$ cat config.mk
export PLATFORM = sky130hd
export DESIGN_NAME = ex_stage_flat
export DESIGN_NICKNAME = d
export VERILOG_FILES = /design/src/rtl/mips_pkg.sv /design/src/rtl/ex_stage_if.sv /design/src/rtl/alu.sv /design/src/rtl/ex_stage.sv /design/src/flat_wrapper.sv
export SDC_FILE = /design/constraint.sdc
export NUM_CORES = 1
export LEC_CHECK = 0
export CORE_AREA = 2 2 206 208
export CTS_BUF_LIST = sky130_fd_sc_hd__clkbuf_4
export DETAILED_ROUTE_END_ITERATION = 8
export DIE_AREA = 0 0 208 210
export SLEW_MARGIN = 20
export SYNTH_ARGS = -nofsm -noshare
export SYNTH_HDL_FRONTEND = slang
export SYNTH_SLANG_ARGS = --single-unit
$ cat constraint.sdc
create_clock -name i_clk -period 10.48 [get_ports i_clk]
set_input_delay 3.144 -clock i_clk [delete_from_list [all_inputs] [get_ports i_clk]]
set_output_delay 3.144 -clock i_clk [all_outputs]
set_load 0.02 [all_outputs]
$ cat src/rtl/mips_pkg.sv
// Shared constants for the MIPS execute stage: ALU opcodes, forward selects,
// default widths and the EX/MEM control bundle.
package mips_pkg;

    localparam int DEF_DATA_W     = 32;
    localparam int DEF_REG_ADDR_W = 5;

    localparam logic [3:0] ALU_ADD  = 4'd0;
    localparam logic [3:0] ALU_SUB  = 4'd1;
    localparam logic [3:0] ALU_AND  = 4'd2;
    localparam logic [3:0] ALU_OR   = 4'd3;
    localparam logic [3:0] ALU_XOR  = 4'd4;
    localparam logic [3:0] ALU_NOR  = 4'd5;
    localparam logic [3:0] ALU_SLT  = 4'd6;
    localparam logic [3:0] ALU_SLTU = 4'd7;
    localparam logic [3:0] ALU_SLL  = 4'd8;
    localparam logic [3:0] ALU_SRL  = 4'd9;
    localparam logic [3:0] ALU_SRA  = 4'd10;
    localparam logic [3:0] ALU_LUI  = 4'd11;

    localparam logic [1:0] FWD_ID  = 2'b00;
    localparam logic [1:0] FWD_WB  = 2'b01;
    localparam logic [1:0] FWD_MEM = 2'b10;

    typedef struct packed {
        logic regwrite;
        logic memread;
        logic memwrite;
        logic memtoreg;
    } ctrl_t;

endpackage

$ cat src/rtl/ex_stage_if.sv
// ID/EX-to-EX/MEM bus of the execute stage. The master side is the pipeline
// front end (ID/EX, forwarding and hazard logic); the slave side is ex_stage.
interface ex_stage_if
    import mips_pkg::*;
#(
    parameter int DATA_W     = DEF_DATA_W,
    parameter int REG_ADDR_W = DEF_REG_ADDR_W
);
    logic                  i_stall;
    logic                  i_flush;
    logic                  i_valid_EX;
    logic [DATA_W-1:0]     i_rs_data_EX;
    logic [DATA_W-1:0]     i_rt_data_EX;
    logic [DATA_W-1:0]     i_imm_EX;
    logic [4:0]            i_shamt_EX;
    logic                  i_shift_var_EX;
    logic [3:0]            i_alu_op_EX;
    logic                  i_alu_src_EX;
    logic [REG_ADDR_W-1:0] i_rd_EX;
    logic                  i_regwrite_EX;
    logic                  i_memread_EX;
    logic                  i_memwrite_EX;
    logic                  i_memtoreg_EX;
    logic [1:0]            i_forward_a;
    logic [1:0]            i_forward_b;
    logic [DATA_W-1:0]     i_fwd_mem_data;
    logic [DATA_W-1:0]     i_fwd_wb_data;

    logic [DATA_W-1:0]     o_alu_result_MEM;
    logic [DATA_W-1:0]     o_store_data_MEM;
    logic [REG_ADDR_W-1:0] o_rd_MEM;
    logic                  o_regwrite_MEM;
    logic                  o_memread_MEM;
    logic                  o_memwrite_MEM;
    logic                  o_memtoreg_MEM;
    logic                  o_valid_MEM;
    logic                  o_zero_EX;

    modport master (
        output i_stall, i_flush, i_valid_EX, i_rs_data_EX, i_rt_data_EX, i_imm_EX,
               i_shamt_EX, i_shift_var_EX, i_alu_op_EX, i_alu_src_EX, i_rd_EX,
               i_regwrite_EX, i_memread_EX, i_memwrite_EX, i_memtoreg_EX,
               i_forward_a, i_forward_b, i_fwd_mem_data, i_fwd_wb_data,
        input  o_alu_result_MEM, o_store_data_MEM, o_rd_MEM, o_regwrite_MEM,
               o_memread_MEM, o_memwrite_MEM, o_memtoreg_MEM, o_valid_MEM, o_zero_EX
    );

    modport slave (
        input  i_stall, i_flush, i_valid_EX, i_rs_data_EX, i_rt_data_EX, i_imm_EX,
               i_shamt_EX, i_shift_var_EX, i_alu_op_EX, i_alu_src_EX, i_rd_EX,
               i_regwrite_EX, i_memread_EX, i_memwrite_EX, i_memtoreg_EX,
               i_forward_a, i_forward_b, i_fwd_mem_data, i_fwd_wb_data,
        output o_alu_result_MEM, o_store_data_MEM, o_rd_MEM, o_regwrite_MEM,
               o_memread_MEM, o_memwrite_MEM, o_memtoreg_MEM, o_valid_MEM, o_zero_EX
    );

endinterface

$ cat src/rtl/alu.sv
// Combinational MIPS ALU. All arithmetic wraps modulo 2^DATA_W; shifts act on
// operand b by sh; unassigned opcodes yield zero.
module alu
    import mips_pkg::*;
#(
    parameter int DATA_W = DEF_DATA_W
) (
    input  logic [DATA_W-1:0] a,
    input  logic [DATA_W-1:0] b,
    input  logic [4:0]        sh,
    input  logic [3:0]        op,
    output logic [DATA_W-1:0] result
);

    always_comb begin
        // NOTE: default assignment first so no path through the case leaves result unassigned (no latch).
        result = '0;
        case (op)
            ALU_ADD:  result = a + b;
            ALU_SUB:  result = a - b;
            ALU_AND:  result = a & b;
            ALU_OR:   result = a | b;
            ALU_XOR:  result = a ^ b;
            ALU_NOR:  result = ~(a | b);
            ALU_SLT:  result = DATA_W'($signed(a) < $signed(b));
            ALU_SLTU: result = DATA_W'(a < b);
            ALU_SLL:  result = b << sh;
            ALU_SRL:  result = b >> sh;
            ALU_SRA:  result = $signed(b) >>> sh;
            ALU_LUI:  result = DATA_W'(b[15:0]) << 16;
            default:  result = '0;
        endcase
    end

endmodule

$ cat src/rtl/ex_stage.sv
// MIPS execute stage: resolves forwarded operands, runs the ALU and holds the
// EX/MEM pipeline register under reset > flush > stall priority.
module ex_stage
    import mips_pkg::*;
#(
    parameter int DATA_W     = DEF_DATA_W,
    parameter int REG_ADDR_W = DEF_REG_ADDR_W
) (
    input logic       i_clk,
    input logic       i_reset,
    ex_stage_if.slave bus
);

    logic [DATA_W-1:0] op_a;
    logic [DATA_W-1:0] fwd_rt;
    logic [DATA_W-1:0] op_b;
    logic [4:0]        sh;
    logic [DATA_W-1:0] alu_out;
    ctrl_t             ctrl_in;
    ctrl_t             ctrl_q;

    function automatic logic [DATA_W-1:0] fwd_mux(input logic [1:0]        sel,
                                                  input logic [DATA_W-1:0] id_val,
                                                  input logic [DATA_W-1:0] wb_val,
                                                  input logic [DATA_W-1:0] mem_val);
        case (sel)
            FWD_WB:  return wb_val;
            FWD_MEM: return mem_val;
            default: return id_val;
        endcase
    endfunction

    assign op_a   = fwd_mux(bus.i_forward_a, bus.i_rs_data_EX, bus.i_fwd_wb_data, bus.i_fwd_mem_data);
    assign fwd_rt = fwd_mux(bus.i_forward_b, bus.i_rt_data_EX, bus.i_fwd_wb_data, bus.i_fwd_mem_data);
    assign op_b   = bus.i_alu_src_EX ? bus.i_imm_EX : fwd_rt;
    assign sh     = bus.i_shift_var_EX ? op_a[4:0] : bus.i_shamt_EX;

    // Branch compare uses the register operands, not the immediate-selected B.
    assign bus.o_zero_EX = (op_a == fwd_rt);

    alu #(.DATA_W(DATA_W)) u_alu (
        .a      (op_a),
        .b      (op_b),
        .sh     (sh),
        .op     (bus.i_alu_op_EX),
        .result (alu_out)
    );

    assign ctrl_in = '{regwrite: bus.i_regwrite_EX,
                       memread:  bus.i_memread_EX,
                       memwrite: bus.i_memwrite_EX,
                       memtoreg: bus.i_memtoreg_EX};

    always_ff @(posedge i_clk) begin
        // NOTE: non-blocking assignments so every EX/MEM field samples pre-edge values together.
        if (i_reset || bus.i_flush) begin
            bus.o_alu_result_MEM <= '0;
            bus.o_store_data_MEM <= '0;
            bus.o_rd_MEM         <= '0;
            ctrl_q               <= '0;
            bus.o_valid_MEM      <= 1'b0;
        end else if (!bus.i_stall) begin
            bus.o_alu_result_MEM <= alu_out;
            bus.o_store_data_MEM <= fwd_rt;
            bus.o_rd_MEM         <= bus.i_rd_EX;
            ctrl_q               <= bus.i_valid_EX ? ctrl_in : '0;
            bus.o_valid_MEM      <= bus.i_valid_EX;
        end
    end

    assign bus.o_regwrite_MEM = ctrl_q.regwrite;
    assign bus.o_memread_MEM  = ctrl_q.memread;
    assign bus.o_memwrite_MEM = ctrl_q.memwrite;
    assign bus.o_memtoreg_MEM = ctrl_q.memtoreg;

endmodule

$ cat src/flat_wrapper.sv
// flat-port wrapper written by rule: the top's interface ports become plain ports
module ex_stage_flat import mips_pkg::*;
#(
    parameter int DATA_W     = DEF_DATA_W,
    parameter int REG_ADDR_W = DEF_REG_ADDR_W
)
  (i_clk, i_reset, bus_i_stall, bus_i_flush, bus_i_valid_EX, bus_i_rs_data_EX, bus_i_rt_data_EX, bus_i_imm_EX, bus_i_shamt_EX, bus_i_shift_var_EX, bus_i_alu_op_EX, bus_i_alu_src_EX, bus_i_rd_EX, bus_i_regwrite_EX, bus_i_memread_EX, bus_i_memwrite_EX, bus_i_memtoreg_EX, bus_i_forward_a, bus_i_forward_b, bus_i_fwd_mem_data, bus_i_fwd_wb_data, bus_o_alu_result_MEM, bus_o_store_data_MEM, bus_o_rd_MEM, bus_o_regwrite_MEM, bus_o_memread_MEM, bus_o_memwrite_MEM, bus_o_memtoreg_MEM, bus_o_valid_MEM, bus_o_zero_EX);
  ex_stage_if #(.DATA_W(DATA_W), .REG_ADDR_W(REG_ADDR_W)) bus_i ();
  input logic i_clk;
  input logic i_reset;
  input wire logic [$bits(bus_i.i_stall)-1:0] bus_i_stall;
  input wire logic [$bits(bus_i.i_flush)-1:0] bus_i_flush;
  input wire logic [$bits(bus_i.i_valid_EX)-1:0] bus_i_valid_EX;
  input wire logic [$bits(bus_i.i_rs_data_EX)-1:0] bus_i_rs_data_EX;
  input wire logic [$bits(bus_i.i_rt_data_EX)-1:0] bus_i_rt_data_EX;
  input wire logic [$bits(bus_i.i_imm_EX)-1:0] bus_i_imm_EX;
  input wire logic [$bits(bus_i.i_shamt_EX)-1:0] bus_i_shamt_EX;
  input wire logic [$bits(bus_i.i_shift_var_EX)-1:0] bus_i_shift_var_EX;
  input wire logic [$bits(bus_i.i_alu_op_EX)-1:0] bus_i_alu_op_EX;
  input wire logic [$bits(bus_i.i_alu_src_EX)-1:0] bus_i_alu_src_EX;
  input wire logic [$bits(bus_i.i_rd_EX)-1:0] bus_i_rd_EX;
  input wire logic [$bits(bus_i.i_regwrite_EX)-1:0] bus_i_regwrite_EX;
  input wire logic [$bits(bus_i.i_memread_EX)-1:0] bus_i_memread_EX;
  input wire logic [$bits(bus_i.i_memwrite_EX)-1:0] bus_i_memwrite_EX;
  input wire logic [$bits(bus_i.i_memtoreg_EX)-1:0] bus_i_memtoreg_EX;
  input wire logic [$bits(bus_i.i_forward_a)-1:0] bus_i_forward_a;
  input wire logic [$bits(bus_i.i_forward_b)-1:0] bus_i_forward_b;
  input wire logic [$bits(bus_i.i_fwd_mem_data)-1:0] bus_i_fwd_mem_data;
  input wire logic [$bits(bus_i.i_fwd_wb_data)-1:0] bus_i_fwd_wb_data;
  output wire logic [$bits(bus_i.o_alu_result_MEM)-1:0] bus_o_alu_result_MEM;
  output wire logic [$bits(bus_i.o_store_data_MEM)-1:0] bus_o_store_data_MEM;
  output wire logic [$bits(bus_i.o_rd_MEM)-1:0] bus_o_rd_MEM;
  output wire logic [$bits(bus_i.o_regwrite_MEM)-1:0] bus_o_regwrite_MEM;
  output wire logic [$bits(bus_i.o_memread_MEM)-1:0] bus_o_memread_MEM;
  output wire logic [$bits(bus_i.o_memwrite_MEM)-1:0] bus_o_memwrite_MEM;
  output wire logic [$bits(bus_i.o_memtoreg_MEM)-1:0] bus_o_memtoreg_MEM;
  output wire logic [$bits(bus_i.o_valid_MEM)-1:0] bus_o_valid_MEM;
  output wire logic [$bits(bus_i.o_zero_EX)-1:0] bus_o_zero_EX;
  assign bus_i.i_stall = bus_i_stall;
  assign bus_i.i_flush = bus_i_flush;
  assign bus_i.i_valid_EX = bus_i_valid_EX;
  assign bus_i.i_rs_data_EX = bus_i_rs_data_EX;
  assign bus_i.i_rt_data_EX = bus_i_rt_data_EX;
  assign bus_i.i_imm_EX = bus_i_imm_EX;
  assign bus_i.i_shamt_EX = bus_i_shamt_EX;
  assign bus_i.i_shift_var_EX = bus_i_shift_var_EX;
  assign bus_i.i_alu_op_EX = bus_i_alu_op_EX;
  assign bus_i.i_alu_src_EX = bus_i_alu_src_EX;
  assign bus_i.i_rd_EX = bus_i_rd_EX;
  assign bus_i.i_regwrite_EX = bus_i_regwrite_EX;
  assign bus_i.i_memread_EX = bus_i_memread_EX;
  assign bus_i.i_memwrite_EX = bus_i_memwrite_EX;
  assign bus_i.i_memtoreg_EX = bus_i_memtoreg_EX;
  assign bus_i.i_forward_a = bus_i_forward_a;
  assign bus_i.i_forward_b = bus_i_forward_b;
  assign bus_i.i_fwd_mem_data = bus_i_fwd_mem_data;
  assign bus_i.i_fwd_wb_data = bus_i_fwd_wb_data;
  assign bus_o_alu_result_MEM = bus_i.o_alu_result_MEM;
  assign bus_o_store_data_MEM = bus_i.o_store_data_MEM;
  assign bus_o_rd_MEM = bus_i.o_rd_MEM;
  assign bus_o_regwrite_MEM = bus_i.o_regwrite_MEM;
  assign bus_o_memread_MEM = bus_i.o_memread_MEM;
  assign bus_o_memwrite_MEM = bus_i.o_memwrite_MEM;
  assign bus_o_memtoreg_MEM = bus_i.o_memtoreg_MEM;
  assign bus_o_valid_MEM = bus_i.o_valid_MEM;
  assign bus_o_zero_EX = bus_i.o_zero_EX;
  ex_stage #(.DATA_W(DATA_W), .REG_ADDR_W(REG_ADDR_W)) u_core (.i_clk(i_clk), .i_reset(i_reset), .bus(bus_i));
endmodule
# Word level (Yosys, flattened, before mapping)

Index checks and enable logic that the tools add are counted.

Add/subtract/negate cells: 2
$lt $le $gt $ge: 2
Eq/ne operators: 16
Shifts and indexed selects: 3
Multiplexer cells: 6
Bitwise logic cells: 4
Reduce and logical (&&, ||, !) cells: 2

Operator list:

| operator                                             | count |
|---|---|
| case mux 32 bit (12 select lines)                    | 1 |
| case mux 32 bit (2 select lines)                     | 2 |
| less-than comparator 32 bit                          | 2 |
| adder 32 bit                                         | 1 |
| bitwise AND 32 bit                                   | 1 |
| equality test 32 bit                                 | 1 |
| 2-to-1 mux 32 bit                                    | 1 |
| inverter 32 bit                                      | 1 |
| bitwise OR 32 bit                                    | 1 |
| << shifter 32 x 5 -> 32 bit                          | 1 |
| >> shifter 32 x 5 -> 32 bit                          | 1 |
| >>> shifter 32 x 5 -> 32 bit                         | 1 |
| subtractor 32 bit                                    | 1 |
| bitwise XOR 32 bit                                   | 1 |
| equality test 4 x 3 -> 1 bit (second input constant) | 4 |
| equality test 4 bit (second input constant)          | 4 |
| equality test 4 x 2 -> 1 bit (second input constant) | 2 |
| 2-to-1 mux 5 bit                                     | 1 |
| equality test 2 x 1 -> 1 bit (second input constant) | 2 |
| equality test 2 bit (second input constant)          | 2 |
| equality test 4 x 1 -> 1 bit (second input constant) | 1 |
| logical NOT 4 bit                                    | 1 |
| 2-to-1 mux 4 bit                                     | 1 |
| logical OR 1 bit                                     | 1 |

Bits in registers: 74
Input bits: 189

# Depth between registers and ports, before layout

Word-level depth: 6
Gate-level depth with buffers: 20
Mapped depth without buffers: 18

# Modules after synthesis

From an unflattened synthesis, not the netlist that was laid out.

Cells, all modules: 1968
Area total of the unflattened synthesis: 14465.1 um2

By module, submodules not included:

| module   | instances | cells an instance | area each (um2) | sequential area each (um2) |
|---|---|---|---|---|
| alu      | 1         | 1305              | 9132.5          | 0.0 |
| ex_stage | 1         | 663               | 5332.6          | 1481.4 |

# Worst setup path after synthesis

No wires, ideal clock.

Path kind: input to output
From: input port bus_i_forward_b[0]
To: output port bus_o_zero_EX
Arrival: 5.232 ns
Data required time: 7.336 ns
Setup slack: 2.104 ns
Stages: 10
Cell sequence: inv_1 -> ha_1 -> buf_6 -> clkbuf_1 -> clkbuf_1 -> mux2i_1 -> xor2_1 -> nor4_1 -> nand4_1 -> nor2_1

Cells in the longest elaborated chain, start to end: 3
Elaborated cells between the ends (all ways): 4
Classes of those cells: eq/ne: 3; mux: 1

Ends and longest elaborated chain:

| what                                                                | line               | RTL |
|---|---|---|
| from (decl)                                                         | flat_wrapper.sv:27 | `input wire logic [$bits(bus_i.i_forward_b)-1:0] bus_i_forward_b;` |
| equality test 2 bit or equality test 2 x 1 -> 1 bit (tied branches) | ex_stage.sv:26     | `case (sel)` |
| case mux 32 bit (2 select lines) (*)                                | ex_stage.sv:26     |  |
| equality test 32 bit (*)                                            | ex_stage.sv:39     | `assign bus.o_zero_EX = (op_a == fwd_rt);` |
| to (decl)                                                           | flat_wrapper.sv:38 | `output wire logic [$bits(bus_i.o_zero_EX)-1:0] bus_o_zero_EX;` |

Mark *: on every way between the ends. The rest lies on a longest branch, timed or not.

# Worst setup path after layout

From: input port bus_i_forward_a[0]
To: output port bus_o_zero_EX

Cells in the longest elaborated chain, start to end: 3
Elaborated cells between the ends (all ways): 4
Classes of those cells: eq/ne: 3; mux: 1

Ends and longest elaborated chain:

| what                                                                | line               | RTL |
|---|---|---|
| from (decl)                                                         | flat_wrapper.sv:26 | `input wire logic [$bits(bus_i.i_forward_a)-1:0] bus_i_forward_a;` |
| equality test 2 bit or equality test 2 x 1 -> 1 bit (tied branches) | ex_stage.sv:26     |  |
| case mux 32 bit (2 select lines) (*)                                | ex_stage.sv:26     |  |
| equality test 32 bit (*)                                            | ex_stage.sv:39     |  |

Marks and branches as above.

==> run metrics <==
Worst Setup End Kind=primary output; Setup CP Type=in2out; CP Max Fanout=24; Synth-to-Final Area Change=22.9%; drt wl/cell=30.2 um; XOR/XNOR share of the synthesized area=2.63%; total global-route track usage=37.3%; Mapped Cells=2098; drt pass-1 iters=9; Worst-Skew Late Latency=0.62 ns; MaxCap Viol Count=0; clock buffer count from CTS=9; largest cells by area after synthesis=dfxtp_1, mux2i_1, ha_1; Mean Syn Cell Area=6.82 sq um; Final setup viols=0; initial antenna violation count=4; YS warnings=0; largest net degree at the start of global routing=83; DRC viols=0; Root Driver=clkbuf_4; share of the synthesized area in the top cell type=10.3%; Filler cells=4310; H-tree Lvls=3; mux cell area share after synthesis=11.4%; layout cells sized above 1=5.63%; Nets=2542; die span in x=208 um; Tcrit/Tclk final=93.5%; Post-Synth Adder-Cell Area=9.02%; RSZ-0062 raised after global routing=no; Worst Max-Slew Pin Slew=1.16 ns; vias in the first global route=17300; reg-to-reg startpoint=u_core.bus.o_alu_result_MEM[19]; Hold Path Origin=u_core.bus.o_alu_result_MEM[7]; fmax=102 MHz; P per Cell Area=117 nW/um^2; min-delay worst type=reg2reg; RD Place Congestion=1.11; die footprint=43700 sq um; status=completed; overall routed net length=84600 um; Die Y=210 um; Slew Limit Fails=0; cell area after synthesis=14300 sq um; Post-synth EDFFs=0; Initial DRC Count=2668; Startpoint Class=input pin; CTS tree=yes; Min Clock Period, post-route=9.79 ns; Simple-Gate Fraction of Synth Area=20.4%; Top Ports=264; site row count=75; HPWL after detailed placement=66500 um; hold buffers post-CTS=0; Synth async-reset ratio=0%; total power=0.00205 W; Critical Path Start=bus_i_forward_a[0]; Clock Skew=0 ns; Post-synth top flop=dfxtp_1; Port Buf Inserts=263; syn_nets=2389; Distinct cells, synth=87; Req. time, crit path=7.34 ns; Worst VDD drop=0.0602 mV; clk sinks=74; Max clock buf depth=2; number of synthesized register bits=74; Via Count=18500; setup TNS=0 ns; post_cts resized=0; leading area contributor after synthesis=dfxtp_1; main combinational cell family by area after synthesis=compound AO/OA/AOI/OAI gates; Crit path arrival time=6.65 ns; Seq/Total Area, Yosys=10.3%; Rel. slew slack=22.5%; Starting Density=34.5%; first-pass GRT wire length=121000 um; reg-to-reg slack, setup=8.22 ns; Post-CTS Setup Inserts=0; Overflow after GRT=0; Worst-path clk slew=0.13 ns; Final ANT Viol Nets=0; floorplan core area=41500 sq um; Fin. Hold Viols=0; drt via density=6.62; Compound-Gate Fraction of Synth Area=37.5%; LEAKAGE=7.16 nW
==> per-layer routing <==
| metal | track usage, % | share of wire, % | wire length [um] | up-vias |
|---|---|---|---|---|
| li1 | - | - | - | 8086 |
| met1 | 48.5 | 40 | 33600 | 8792 |
| met2 | 55.0 | 41 | 34900 | 1417 |
| met3 | 9.18 | 12 | 9900 | 231 |
| met4 | 24.2 | 7.4 | 6250 | 2 |
| met5 | 0 | 0.019 | 16 | - |
==> final timing paths <==
| path | end | cells after the start |
|---|---|---|
| setup / recovery | bus_o_zero_EX | 11 |
| hold / removal | u_core.bus.o_alu_result_MEM[7] | 2 |
| setup reg to reg | u_core.bus.o_alu_result_MEM[19] | 4 |
| hold reg to reg | u_core.bus.o_alu_result_MEM[7] | 2 |
==> power breakdown <==
part / internal (W) / leakage (nW) / switching (W)
clock: 0.000120 / 0.0926 / 0.000154
sequential: 0.000293 / 0.601 / 0.0000113
combinational: 0.000502 / 6.47 / 0.000970
==> cells by family (layout without fill, tap and decap cells) <==
logic type,after synthesis,in the layout
AO/OA/AOI/OAI,762,762
AND/OR/NAND/NOR,651,651
buffers and inverters,305,462
multiplexers,161,161
adder cells (fa/ha/maj),102,102
flip-flops,74,74
XOR/XNOR,43,43
other,0,3
==> cell usage after synthesis (32+ instances only) <==
master    instances
a21oi_1         190
o21ai_0          84
a221o_1          37
buf_2            32
nand2_1         184
mux2i_1         148
ha_1            100
nor2b_1          42
nor2_1          254
dfxtp_1          74
clkbuf_1        113
nor3_1           39
inv_1           130
a22oi_1          95
a211oi_1         39
o211ai_1         34
==> worst max-delay path, cell delays in order <==
cell	delay [ns]
clkdlybuf4s50_1	0.49
inv_1	0.05
ha_2	0.59
buf_12	0.22
nor2_1	0.06
a21oi_1	0.33
xor2_1	0.12
nor4_1	0.53
nand4_1	0.19
nor2_1	0.24
clkdlybuf4s50_1	0.66
==> cells in the final DEF, fill, tap and decap left out, drive strengths merged, types with 36 or more instances in the layout <==
master	count
a211oi	39
a21oi	191
a221o	39
a22oi	95
buf	53
clkdlybuf4s50	262
dfxtp	74
ha	100
inv	133
mux2i	151
nand2	184
nor2	255
nor2b	43
nor3	39
o211ai	36
o21ai	95
==> through the flow <==
stage | instance area [sq um] | hold slack [ns] | instances | util, % | setup WS, ns
global route | 17600 | 0.479 | 2795 | 42.4 | 0.646
global placement | 17400 | 0.442 | 2779 | 41.9 | 0.677
CTS | 17600 | 0.465 | 2794 | 42.4 | 0.717
finish | 17600 | 0.461 | 2797 | 42.4 | 0.686
floorplan | 14300 | 0.523 | 2098 | - | 2.10
detailed placement | 17400 | 0.447 | 2779 | 41.9 | 0.726
==> cell type report <==
cell class              instances  area (sq um)  area share, %
diodes                          3          7.51         0.0427
inverters                     132           495           2.82
clock buffers                   9          67.6          0.384
clock inverters                 6           115          0.654
flip-flops and latches         74          1480           8.42
well taps                     539           674           3.83
multi-input cells            1719         11700           66.5
repair buffers                315          3050           17.3
==> registers in the layout, indices dropped and copies added (netlist names) <==
signal / flops
u_core.bus.o_rd_MEM: 5
u_core.bus.o_memwrite_MEM: 1
u_core.bus.o_memtoreg_MEM: 1
u_core.bus.o_alu_result_MEM: 32
u_core.bus.o_memread_MEM: 1
u_core.bus.o_valid_MEM: 1
u_core.bus.o_store_data_MEM: 32
u_core.bus.o_regwrite_MEM: 1
(Power assumes the default switching activity.)
